File: src/rtl/muldiv_pkg.sv
// Shared definitions for the RV32M/RV64M multiply/divide execute unit.
package muldiv_pkg;

   // funct3 encodings of the M-extension operations
   localparam logic [2:0] MUL    = 3'b000;
   localparam logic [2:0] MULH   = 3'b001;
   localparam logic [2:0] MULHSU = 3'b010;
   localparam logic [2:0] MULHU  = 3'b011;
   localparam logic [2:0] DIV    = 3'b100;
   localparam logic [2:0] DIVU   = 3'b101;
   localparam logic [2:0] REM    = 3'b110;
   localparam logic [2:0] REMU   = 3'b111;

   typedef enum logic [1:0] {
      IDLE = 2'd0,
      CALC = 2'd1,
      FIX  = 2'd2,
      DONE = 2'd3
   } state_e;

   // Divide family is funct3[2] set
   function automatic logic is_div(input logic [2:0] op);
      return op[2];
   endfunction

   // src_a is interpreted as signed for MULH, MULHSU, DIV, REM
   function automatic logic is_signed_a(input logic [2:0] op);
      return (op == MULH) || (op == MULHSU) || (op == DIV) || (op == REM);
   endfunction

   // src_b is interpreted as signed for MULH, DIV, REM
   function automatic logic is_signed_b(input logic [2:0] op);
      return (op == MULH) || (op == DIV) || (op == REM);
   endfunction

endpackage

File: src/rtl/muldiv_iter_core.sv
// Radix-2 datapath: shift-add multiply and restoring shift-subtract divide on
// a 2*XLEN accumulator. Optional macro MULDIV_FAST_MUL_EN loads the full
// product in one cycle instead of iterating.
module muldiv_iter_core #(
   parameter int unsigned XLEN = 32
) (
   input  logic              clk,
   input  logic              rst,
   input  logic              load,
   input  logic              step,
   input  logic              is_div,
   input  logic [XLEN-1:0]   a_abs,
   input  logic [XLEN-1:0]   b_abs,
   output logic [2*XLEN-1:0] acc
);

   logic [2*XLEN-1:0] acc_q, acc_d;
   logic [XLEN-1:0]   b_q, b_d;
   logic [XLEN:0]     mul_sum;
   logic [XLEN:0]     rem_sh;
   logic [XLEN-1:0]   diff;
   logic              ge;

   // Next accumulator: load operands, or advance one multiply/divide step
   always_comb begin
      acc_d   = acc_q;
      b_d     = b_q;
      mul_sum = {1'b0, acc_q[2*XLEN-1:XLEN]} + {1'b0, (acc_q[0] ? b_q : '0)};
      rem_sh  = {acc_q[2*XLEN-1:XLEN], acc_q[XLEN-1]};
      ge      = rem_sh >= {1'b0, b_q};
      diff    = rem_sh[XLEN-1:0] - b_q;
      if (load) begin
         b_d = b_abs;
`ifdef MULDIV_FAST_MUL_EN
         acc_d = is_div ? {{XLEN{1'b0}}, a_abs}
                        : (2*XLEN)'(a_abs) * (2*XLEN)'(b_abs);
`else
         acc_d = {{XLEN{1'b0}}, a_abs};
`endif
      end else if (step) begin
         if (is_div) begin
            acc_d = ge ? {diff, acc_q[XLEN-2:0], 1'b1}
                       : {rem_sh[XLEN-1:0], acc_q[XLEN-2:0], 1'b0};
         end else begin
            acc_d = {mul_sum, acc_q[XLEN-1:1]};
         end
      end
   end

   // Accumulator and latched multiplicand/divisor
   always_ff @(posedge clk or negedge rst) begin
      if (!rst) begin
         acc_q <= '0;
         b_q   <= '0;
      end else begin
         acc_q <= acc_d;
         b_q   <= b_d;
      end
   end

   assign acc = acc_q;

endmodule

File: src/rtl/muldiv_unit.sv
// Iterative RV32M/RV64M multiply/divide unit for the EX stage.
// Optional macro MULDIV_FAST_MUL_EN: multiplies skip CALC (latency 2).
module muldiv_unit
   import muldiv_pkg::*;
#(
   parameter int unsigned XLEN  = 32,
   parameter int unsigned CNT_W = $clog2(XLEN) + 1
) (
   input  logic            clk,
   input  logic            rst,
   input  logic            start,
   input  logic            flush,
   input  logic [2:0]      op,
   input  logic [XLEN-1:0] src_a,
   input  logic [XLEN-1:0] src_b,
   output logic            busy,
   output logic            done,
   output logic [XLEN-1:0] result
);

   localparam logic [XLEN-1:0] MOST_NEG = {1'b1, {(XLEN-1){1'b0}}};

   state_e            state_q, state_d;
   logic [CNT_W-1:0]  cnt_q, cnt_d;
   logic [2:0]        op_q, op_d;
   logic              neg_q, neg_d;
   logic              sign_a_q, sign_a_d;
   logic              busy_q, busy_d;
   logic              done_q, done_d;
   logic [XLEN-1:0]   result_q, result_d;

   logic              sign_a, sign_b, div_zero, div_ovf;
   logic [XLEN-1:0]   a_abs, b_abs;
   logic              core_load, core_step;
   logic [2*XLEN-1:0] acc, prod;
   logic [XLEN-1:0]   quot, rem, fix_val;

   assign sign_a   = is_signed_a(op) & src_a[XLEN-1];
   assign sign_b   = is_signed_b(op) & src_b[XLEN-1];
   assign a_abs    = sign_a ? -src_a : src_a;
   assign b_abs    = sign_b ? -src_b : src_b;
   assign div_zero = is_div(op) & (src_b == '0);
   assign div_ovf  = is_div(op) & is_signed_b(op) & (src_a == MOST_NEG) & (src_b == '1);

   muldiv_iter_core #(.XLEN(XLEN)) u_core (
      .clk    (clk),
      .rst    (rst),
      .load   (core_load),
      .step   (core_step),
      .is_div (is_div(state_q == IDLE ? op : op_q)),
      .a_abs  (a_abs),
      .b_abs  (b_abs),
      .acc    (acc)
   );

   // Sign correction and result selection for the FIX state
   always_comb begin
      prod = neg_q ? -acc : acc;
      quot = neg_q ? -acc[XLEN-1:0] : acc[XLEN-1:0];
      rem  = sign_a_q ? -acc[2*XLEN-1:XLEN] : acc[2*XLEN-1:XLEN];
      case (op_q)
         MUL:                  fix_val = prod[XLEN-1:0];
         MULH, MULHSU, MULHU:  fix_val = prod[2*XLEN-1:XLEN];
         DIV, DIVU:            fix_val = quot;
         default:              fix_val = rem;
      endcase
   end

   // Next-state, sequencing and registered-output logic
   always_comb begin
      state_d   = state_q;
      cnt_d     = cnt_q;
      op_d      = op_q;
      neg_d     = neg_q;
      sign_a_d  = sign_a_q;
      result_d  = result_q;
      core_load = 1'b0;
      core_step = 1'b0;
      case (state_q)
         IDLE: begin
            if (start && !flush) begin
               op_d     = op;
               neg_d    = sign_a ^ sign_b;
               sign_a_d = sign_a;
               if (div_zero) begin
                  result_d = op[1] ? src_a : '1;
                  state_d  = DONE;
               end else if (div_ovf) begin
                  result_d = op[1] ? '0 : src_a;
                  state_d  = DONE;
               end else begin
                  core_load = 1'b1;
                  cnt_d     = CNT_W'(XLEN);
`ifdef MULDIV_FAST_MUL_EN
                  state_d   = is_div(op) ? CALC : FIX;
`else
                  state_d   = CALC;
`endif
               end
            end
         end
         CALC: begin
            core_step = 1'b1;
            cnt_d     = cnt_q - CNT_W'(1);
            if (cnt_q == CNT_W'(1)) state_d = FIX;
         end
         FIX: begin
            result_d = fix_val;
            state_d  = DONE;
         end
         default: state_d = IDLE;
      endcase
      if (flush) begin
         state_d  = IDLE;
         result_d = result_q;
      end
      busy_d = (state_d != IDLE);
      done_d = (state_d == DONE);
   end

   // State and output registers
   always_ff @(posedge clk or negedge rst) begin
      if (!rst) begin
         state_q  <= IDLE;
         cnt_q    <= '0;
         op_q     <= '0;
         neg_q    <= 1'b0;
         sign_a_q <= 1'b0;
         busy_q   <= 1'b0;
         done_q   <= 1'b0;
         result_q <= '0;
      end else begin
         state_q  <= state_d;
         cnt_q    <= cnt_d;
         op_q     <= op_d;
         neg_q    <= neg_d;
         sign_a_q <= sign_a_d;
         busy_q   <= busy_d;
         done_q   <= done_d;
         result_q <= result_d;
      end
   end

   assign busy   = busy_q;
   assign done   = done_q;
   assign result = result_q;

endmodule

File: config.mk
export PLATFORM = sky130hd
export DESIGN_NAME = muldiv_unit
export DESIGN_NICKNAME = d
export VERILOG_FILES = /design/src/rtl/muldiv_pkg.sv /design/src/rtl/muldiv_iter_core.sv /design/src/rtl/muldiv_unit.sv
export SDC_FILE = /design/constraint.sdc
export NUM_CORES = 1
export LEC_CHECK = 0
export BUFFER_PORTS_ARGS = -buffer_cell sky130_fd_sc_hd__buf_4
export CAP_MARGIN = 0
export CORE_MARGIN = 3
export CORE_UTILIZATION = 60
export DETAILED_ROUTE_END_ITERATION = 8
export PLACE_DENSITY = 0.84
export SYNTH_ARGS = -nofsm -noshare
export SYNTH_HDL_FRONTEND = slang
export SYNTH_HIERARCHICAL = 1
export SYNTH_SLANG_ARGS = --single-unit
File: constraint.sdc
create_clock -name clk -period 5.9 [get_ports clk]
set_clock_uncertainty 0.1 [all_clocks]
set_input_delay 1.18 -clock clk [delete_from_list [all_inputs] [get_ports clk]]
set_output_delay 1.18 -clock clk [all_outputs]
set_load 0.05 [all_outputs]
==> summary.md, run 1 <==
| Metric | Value |
|---|---|
| Status | `complete, but fails checks` |
| Failing checks | `DRC` |
| TritonCTS buffer count | `17` |
| Root buffer cell | `clkbuf_16` |
| TNS Setup | `0 ns` |
| Most numerous cell on the critical path | `a21oi_1` |
| Worst skew pair latency | `0.44 ns` |
| Post-route DRC | `2` |
| Routed Antenna Nets | `0` |
| Via count | `17500` |
| Die Area | `0.0281 sq mm` |
| CP Max Fanout | `23` |
| Multi-input gate area | `0.0112 sq mm` |
| Fmax | `0.227 GHz` |
| Cell count after synthesis | `2089` |
| Post-Syn Area | `0.0156 sq mm` |
| Grt total ovfl | `0` |
| Slew Limit Fails | `0` |
| Setup bufs post-CTS | `0` |
| Global-route wire length before repair | `90700 um` |
| Setup-failing EPs final | `0` |
| Post-synthesis async set-or-reset flop share | `100%` |
| Critical Path Source Type | `flop` |
| Vias in the first global route | `15500` |
| Antenna Cells | `0` |
| RD Place Congestion | `1.03` |
| Reg clk slew, reported paths | `0.07 ns` |
| Initial antenna violation count | `1` |
| Crit path from | `u_core/acc[0]$_DFFE_PN0P_` |
| WP data arrival | `4.63 ns` |
| HP Class | `reg2reg` |
| Post-DP HPWL | `43800 um` |
| Ports | `105` |
| Max IR drop VDD | `0.346 mV` |
| Fin nets | `2244` |
| Initial Utilization | `61.6%` |
| Via density | `7.15` |
| Required time worst endpoint | `6.12 ns` |
| Routed WL | `59500 um` |
| GRT Util Overall | `40.6%` |
| Num Clock Sinks | `143` |
| Syn_nets | `2233` |
| PortBufs | `104` |
| Rows | `58` |
| Core area | `0.0254 sq mm` |
| Hold Buf Count CTS | `0` |
| Layout cell share with drive strength beyond 1 | `10.5%` |
| Pwr/cell area | `507 mW/mm^2` |
| Largest area contributor in the netlist | `dfrtp_1` |
| Pin count of the biggest net entering global routing | `103` |
| TritonRoute pass-1 iters | `9` |
| Critical path type | `reg2reg` |
| Synth warn | `6` |
| H-tree depth | `4` |
| Setup crit end kind | `flop` |
| Hold Fails Final Rpt | `0` |
| Critical path's slowest cell | `dfrtp_1` |
| Post-CTS Resized | `0` |
| Slew headroom | `25.3%` |
| DR WL/cell | `24.4 um` |
| Worst r2r src | `u_core/acc[0]$_DFFE_PN0P_` |
| Top-area cell type share of the netlist area | `22.9%` |
| TritonCTS clock tree | `built` |
| Final period util | `74.7%` |
| Max-cap violations | `0` |
| Clock Tree Buf Depth | `2` |
| Min-delay src | `result[6]$_DFFE_PN0P_` |
| Fill count | `2204` |
| Placement Setup Slack | `1.31 ns` |
| Number of synthesized flops with an enable pin | `0` |
| Primary FF master, synth | `dfrtp_1` |
| Area Overhead vs Synth | `9.41%` |
| Unrepaired setup endpoints after global routing | `no` |
| Unique masters post-synth | `94` |
| Worst-margin pin slew | `1.11 ns` |
| Chip Height | `167 um` |
| Worst Setup Slack, final | `1.49 ns` |
| Initial DRC Count | `2917` |
| Synth area leaders | `dfrtp_1 (23%), ha_1 (5.7%), o21ai_0 (5.7%)` |
| Max incr delay on CP | `0.73 ns` |
| #FFs+latches synth | `143` |
| P_leak | `7.09 nW` |
| Mean Syn Cell Area | `7.49 sq um` |
| Die span in x | `167 um` |
| Post-synthesis sequential area ratio | `22.9%` |
| Tmin final | `4.41 ns` |
| Critical path cell sequence | `buf_4 > nand2_1 > fa_1 > nand2b_1 > a21oi_1 > a21oi_1 > a211oi_1 > o32a_1 > a31o_1 > mux2_2 > a211o_1` |
| Sequential cell area | `0.00358 sq mm` |
==> worst paths after layout <==
| check | cells after the start | end | slack, ns |
|---|---|---|---|
| setup / recovery | 11 | u_core/acc[61]$_DFFE_PN0P_ | 1.49 |
| hold reg to reg | 2 | result[6]$_DFFE_PN0P_ | 0.39 |
| min in group asynchronous | 1 | result[7]$_DFFE_PN0P_ | 0.77 |
| max in group asynchronous | 2 | u_core/b_q[4]$_DFFE_PN0P_ | 3.74 |
| setup reg to reg | 11 | u_core/acc[61]$_DFFE_PN0P_ | 1.49 |
| hold / removal | 2 | result[6]$_DFFE_PN0P_ | 0.39 |
==> per-stage QoR <==
stage | hold slack (ns) | total power, mW | area [sq um] | util (%) | std cells
after floorplan | 0.366 | 5.72 | 15600 | - | 2089
after global placement | 0.365 | 7.16 | 16500 | 65.1 | 2411
after detailed placement | 0.375 | 7.26 | 16500 | 65.1 | 2411
after CTS | 0.392 | 8.43 | 17100 | 67.4 | 2441
after global routing | 0.416 | 9.15 | 17100 | 67.4 | 2441
final | 0.386 | 8.69 | 17100 | 67.4 | 2441
==> flip-flops by register name, summed over array words and instances, names as in the netlist, 2 cells and up <==
signal,flops
cnt_q,6
u_core/acc,64
u_core/b_q,32
op_q,3
result,32
state_q,2
==> synth_stat cells (15+ instances only) <==
master and n:
inv_1 74, maj3_1 23, o211ai_1 19, nand2_1 195
a31oi_1 27, a21oi_1 172, xnor2_1 88, o21ai_0 177
o31ai_1 34, clkbuf_1 124, or3_1 20, nand4_1 38
a211oi_1 41, ha_1 71, nor2b_1 15, and2_1 41
a21o_1 30, nand2b_1 19, nor2_1 196, xor2_1 63
mux2i_1 49, nand3_1 43, dfrtp_1 143, nor3_1 61
nor4_1 39
==> metal layers <==
layer / vias to the layer above / wire, um / global-route usage [%] / share of wire (%)
met1: 8242 / 24400 / 60.0 / 41
met3: 178 / 9070 / 13.0 / 15
met5: - / 12 / 0 / 0.020
li1: 7728 / - / - / -
met4: 2 / 2010 / 12.1 / 3.4
met2: 1309 / 24000 / 56.4 / 40
==> cells in the final DEF (no fill, tap or decap), types with 23 or more instances in the layout <==
cell and instances:
a31oi_1 27, a21o_1 30, nand4_1 38, ha_1 71, nor3_1 60, dfrtp_1 143, nand2_1 195, nor2_1 195
maj3_1 23, nor4_1 39, a211oi_1 41, xor2_1 63, o21ai_0 177, a21oi_1 172, xnor2_1 88, o31ai_1 34
nand3_1 43, inv_1 73, and2_1 41, buf_4 134, mux2i_1 49
==> where the power goes <==
group	switching, mW	internal [mW]	total [mW]
registers	0.731	1.28	2.01
logic	3.45	2.07	5.52
clock network	0.470	0.683	1.15
total	4.65	4.03	8.69
==> worst max-delay path, delay by kind of cell, from the launching register on <==
family                   cells  cell delay, ns
adder cells (fa/ha/maj)      1            0.46
flip-flops                   1            0.73
AND/OR/NAND/NOR              2            0.34
AO/OA/AOI/OAI                6            1.92
multiplexers                 1            0.35
buffers and inverters        1            0.38
==> layout make-up <==
class / count / share of cell area [%]
clock inverters: 10 / 0.811
well taps: 330 / 2.41
inverters: 74 / 1.62
multi-input cells: 1729 / 65.6
repair buffers: 135 / 5.94
clock buffers: 20 / 2.67
flip-flops and latches: 143 / 20.9
==> logic make-up after synthesis <==
logic type,after synthesis,share of synthesized area (%)
xor gates and xnor gates,151,8.45
and+or+nand+nor,738,23.1
DFF,143,22.9
AOI/OAI and AO/OA,681,28.5
muxes,63,4.14
buffers and inverters,217,5.52
adders and majority gates,96,7.40
(Power assumes the default switching activity.)
==> run 2: changes to the inputs <==
CORE_UTILIZATION = 57   (was 60)
clock period = 3.7 ns   (was 5.9 ns; I/O delays follow)
==> run 2 against run 1 <==
  * The run still ends with DRC left
  * Register-to-register slack lost 1.5 ns
  * Combinational power grew 87%
  * Wire length grew 6.1%
  * Global-route usage grew 1.0 points
  * Final area grew 7.8%
  * Die area grew 5.1%
  * Total power grew 69%
  * Sequential share of layout area shrank 1.5 points
  * Worst hold slack lost 0.15 ns
  * Critical path depth shrank 3
  * Largest power group unchanged
==> summary.md, run 2 (synthesis results as in run 1) <==
| Metric | Value |
|---|---|
| Clock Tree Buf Depth | `2 (unchanged)` |
| Max incr delay on CP | `0.72 ns (about the same)` |
| Pwr/cell area | `797 mW/mm^2 (+57%)` |
| PortBufs | `104 (unchanged)` |
| Setup-failing EPs final | `0 (unchanged)` |
| Multi-input gate area | `0.0113 sq mm (+0.38%)` |
| Wire length on met1 | `25200 um (+3.5%)` |
| Post-DP HPWL | `47500 um (+8.5%)` |
| Most frequent cells in the layout | `buf_4 (290), nand2_1 (195), nor2_1 (193), o21ai_0 (176), a21oi_1 (171)` |
| Die Area | `0.0295 sq mm (+5.1%)` |
| Setup crit end kind | `flop` |
| RR Endpoint | `result[31]$_DFFE_PN0P_` |
| Fin nets | `2406 (+7.2%)` |
| Slew Limit Fails | `0 (unchanged)` |
| R2R cell count | `8 (-3)` |
| Worst r2r src | `u_core/acc[16]$_DFFE_PN0P_` |
| Placement Setup Slack | `-0.191 ns (-1.50 ns)` |
| HP Class | `in2async` |
| Critical Path Source Type | `flop` |
| Worst skew pair latency | `0.44 ns (about the same)` |
| Met3 routed WL | `9960 um (+9.8%)` |
| Die span in x | `172 um (+2.5%)` |
| Ports | `105 (unchanged)` |
| Failing checks | `DRC` |
| Critical path's slowest cell | `or4_1` |
| H-tree depth | `4 (unchanged)` |
| Unrepaired setup endpoints after global routing | `no` |
| Worst-margin pin slew | `0.855 ns (-0.255 ns)` |
| DR WL/cell | `24.1 um (-1.0%)` |
| Max-cap violations | `0 (unchanged)` |
| Slew headroom | `43.0% (+18 points)` |
| Post-route DRC | `1 (-1)` |
| Sequential cell area | `0.00358 sq mm (unchanged)` |
| Num Clock Sinks | `143 (unchanged)` |
| TritonRoute pass-1 iters | `9 (unchanged)` |
| WP data arrival | `3.86 ns (-0.77 ns)` |
| Initial antenna violation count | `0 (-1)` |
| Max IR drop VDD | `0.459 mV (+33%)` |
| TritonCTS clock tree | `built` |
| Initial DRC Count | `3219 (+10%)` |
| Core area | `0.0270 sq mm (+6.1%)` |
| RD Place Congestion | `1.03 (about the same)` |
| Tmin final | `3.66 ns (-0.749 ns)` |
| Via density | `7.01 (-2.0%)` |
| Top sig layer | `met4` |
| Post-layout util | `68.5% (+1.1 points)` |
| Final period util | `98.8% (+24 points)` |
| Root buffer cell | `clkbuf_16` |
| Worst Setup Slack, final | `0.0427 ns (-1.45 ns)` |
| CP Max Fanout | `14 (-39%)` |
| P_leak | `7.92 nW (+12%)` |
| Via count | `18300 (+5.0%)` |
| Final cell count without fillers | `2617 (+7.2%)` |
| Hold Fails Final Rpt | `0 (unchanged)` |
| Global-route wire length before repair | `95200 um (+5.0%)` |
| Placed cell count | `2582 (+7.1%)` |
| Area Overhead vs Synth | `18.0%` |
| Most numerous cell on the critical path | `nor4_1` |
| Commonest non-fill, non-tap cell in the layout | `buf_4` |
| Initial Utilization | `58.1% (-3.5 points)` |
| Chip Height | `172 um (+2.5%)` |
| TritonCTS buffer count | `17 (unchanged)` |
| WL met2 | `25200 um (+4.8%)` |
| Pin count of the biggest net entering global routing | `80 (-22%)` |
| Fmax | `0.273 GHz (+20%)` |
| Reg clk slew, reported paths | `0.07 ns (about the same)` |
| Max FFs per register | `64 (unchanged)` |
| Hold WS | `0.234 ns (-0.152 ns)` |
| Grt total ovfl | `0 (unchanged)` |
| Vias in the first global route | `16400 (+5.9%)` |
| Rows | `60 (+3.4%)` |
| GRT Util Overall | `41.6% (+1.0 points)` |
| Critical path cell sequence | `or4_1 > nand4b_1 > buf_4 > nor4b_1 > nor4_1 > a31o_2 > nor4_1 > o31ai_1` |
| Status | `complete, but fails checks` |
| Fill count | `2204 (unchanged)` |
| Required time worst endpoint | `3.90 ns (-2.22 ns)` |
| Register-to-register setup slack | `0.04 ns (-1.45 ns)` |
| Routed WL | `63100 um (+6.1%)` |
| Routed Antenna Nets | `0 (unchanged)` |
| Layout cell share with drive strength beyond 1 | `17.3% (+6.8 points)` |
| Critical path type | `reg2reg` |
run 2: worst max-delay path by stage:
stage	start	to	slack (ns)	depth (start not counted)
6_report	u_core/acc[16]$_DFFE_PN0P_	result[31]$_DFFE_PN0P_	0.04	8
5_1_grt	u_core/acc[0]$_DFFE_PN0P_	u_core/acc[61]$_DFFE_PN0P_	0.003	13
4_1_cts	u_core/acc[0]$_DFFE_PN0P_	result[20]$_DFFE_PN0P_	0.02	12
3_5_place_dp	src_a[17]	result[14]$_DFFE_PN0P_	-0.19	9
3_3_place_gp	src_b[6]	result[26]$_DFFE_PN0P_	-0.12	8
2_1_floorplan	src_b[6]	result[28]$_DFFE_PN0P_	0.25	9
run 2: area by class of cell:
cell class | count | share of cell area (%)
diodes | 1 | 0.0136
clock inverters | 14 | 0.854
repair buffers | 297 | 12.5
flip-flops and latches | 143 | 19.4
multi-input cells | 1729 | 61.1
inverters | 74 | 1.50
well taps | 341 | 2.31
clock buffers | 18 | 2.32
run 2: through the flow:
step                TNS (ns)  instance area (sq um)  total power, mW
detailed placement     -2.62                  17800             12.3
floorplan                  0                  15600             9.11
global route               0                  18500             15.4
finish                     0                  18500             14.7
global placement       -1.43                  17800             12.1
CTS                        0                  18400             14.2
run 2: routing by layer:
layer | up-vias | GRT usage [%]
met4 | 0 | 15.0
met5 | - | 0
met2 | 1476 | 57.7
met1 | 8565 | 60.1
met3 | 257 | 13.7
li1 | 8039 | -
run 2: worst max-delay path, delay by kind of cell, from the launching register on:
kind	cells	cell delay, ns
and+or+nand+nor	5	2.32
DFF	1	0.38
AOI/OAI and AO/OA	2	0.38
buffers and inverters	1	0.34
run 2: report_power, final:
group	leakage [nW]	switching, mW	internal (mW)
combinational	5.83	6.34	3.98
clock	0.278	0.799	1.01
sequential	1.81	0.536	2.05
run 2: what timing repair did:
action,in CTS,in global routing
resized for setup,1,10
buffers inserted,0,2
pin swaps,0,1
hold buffers,0,0
endpoints found under the setup margin,1,9
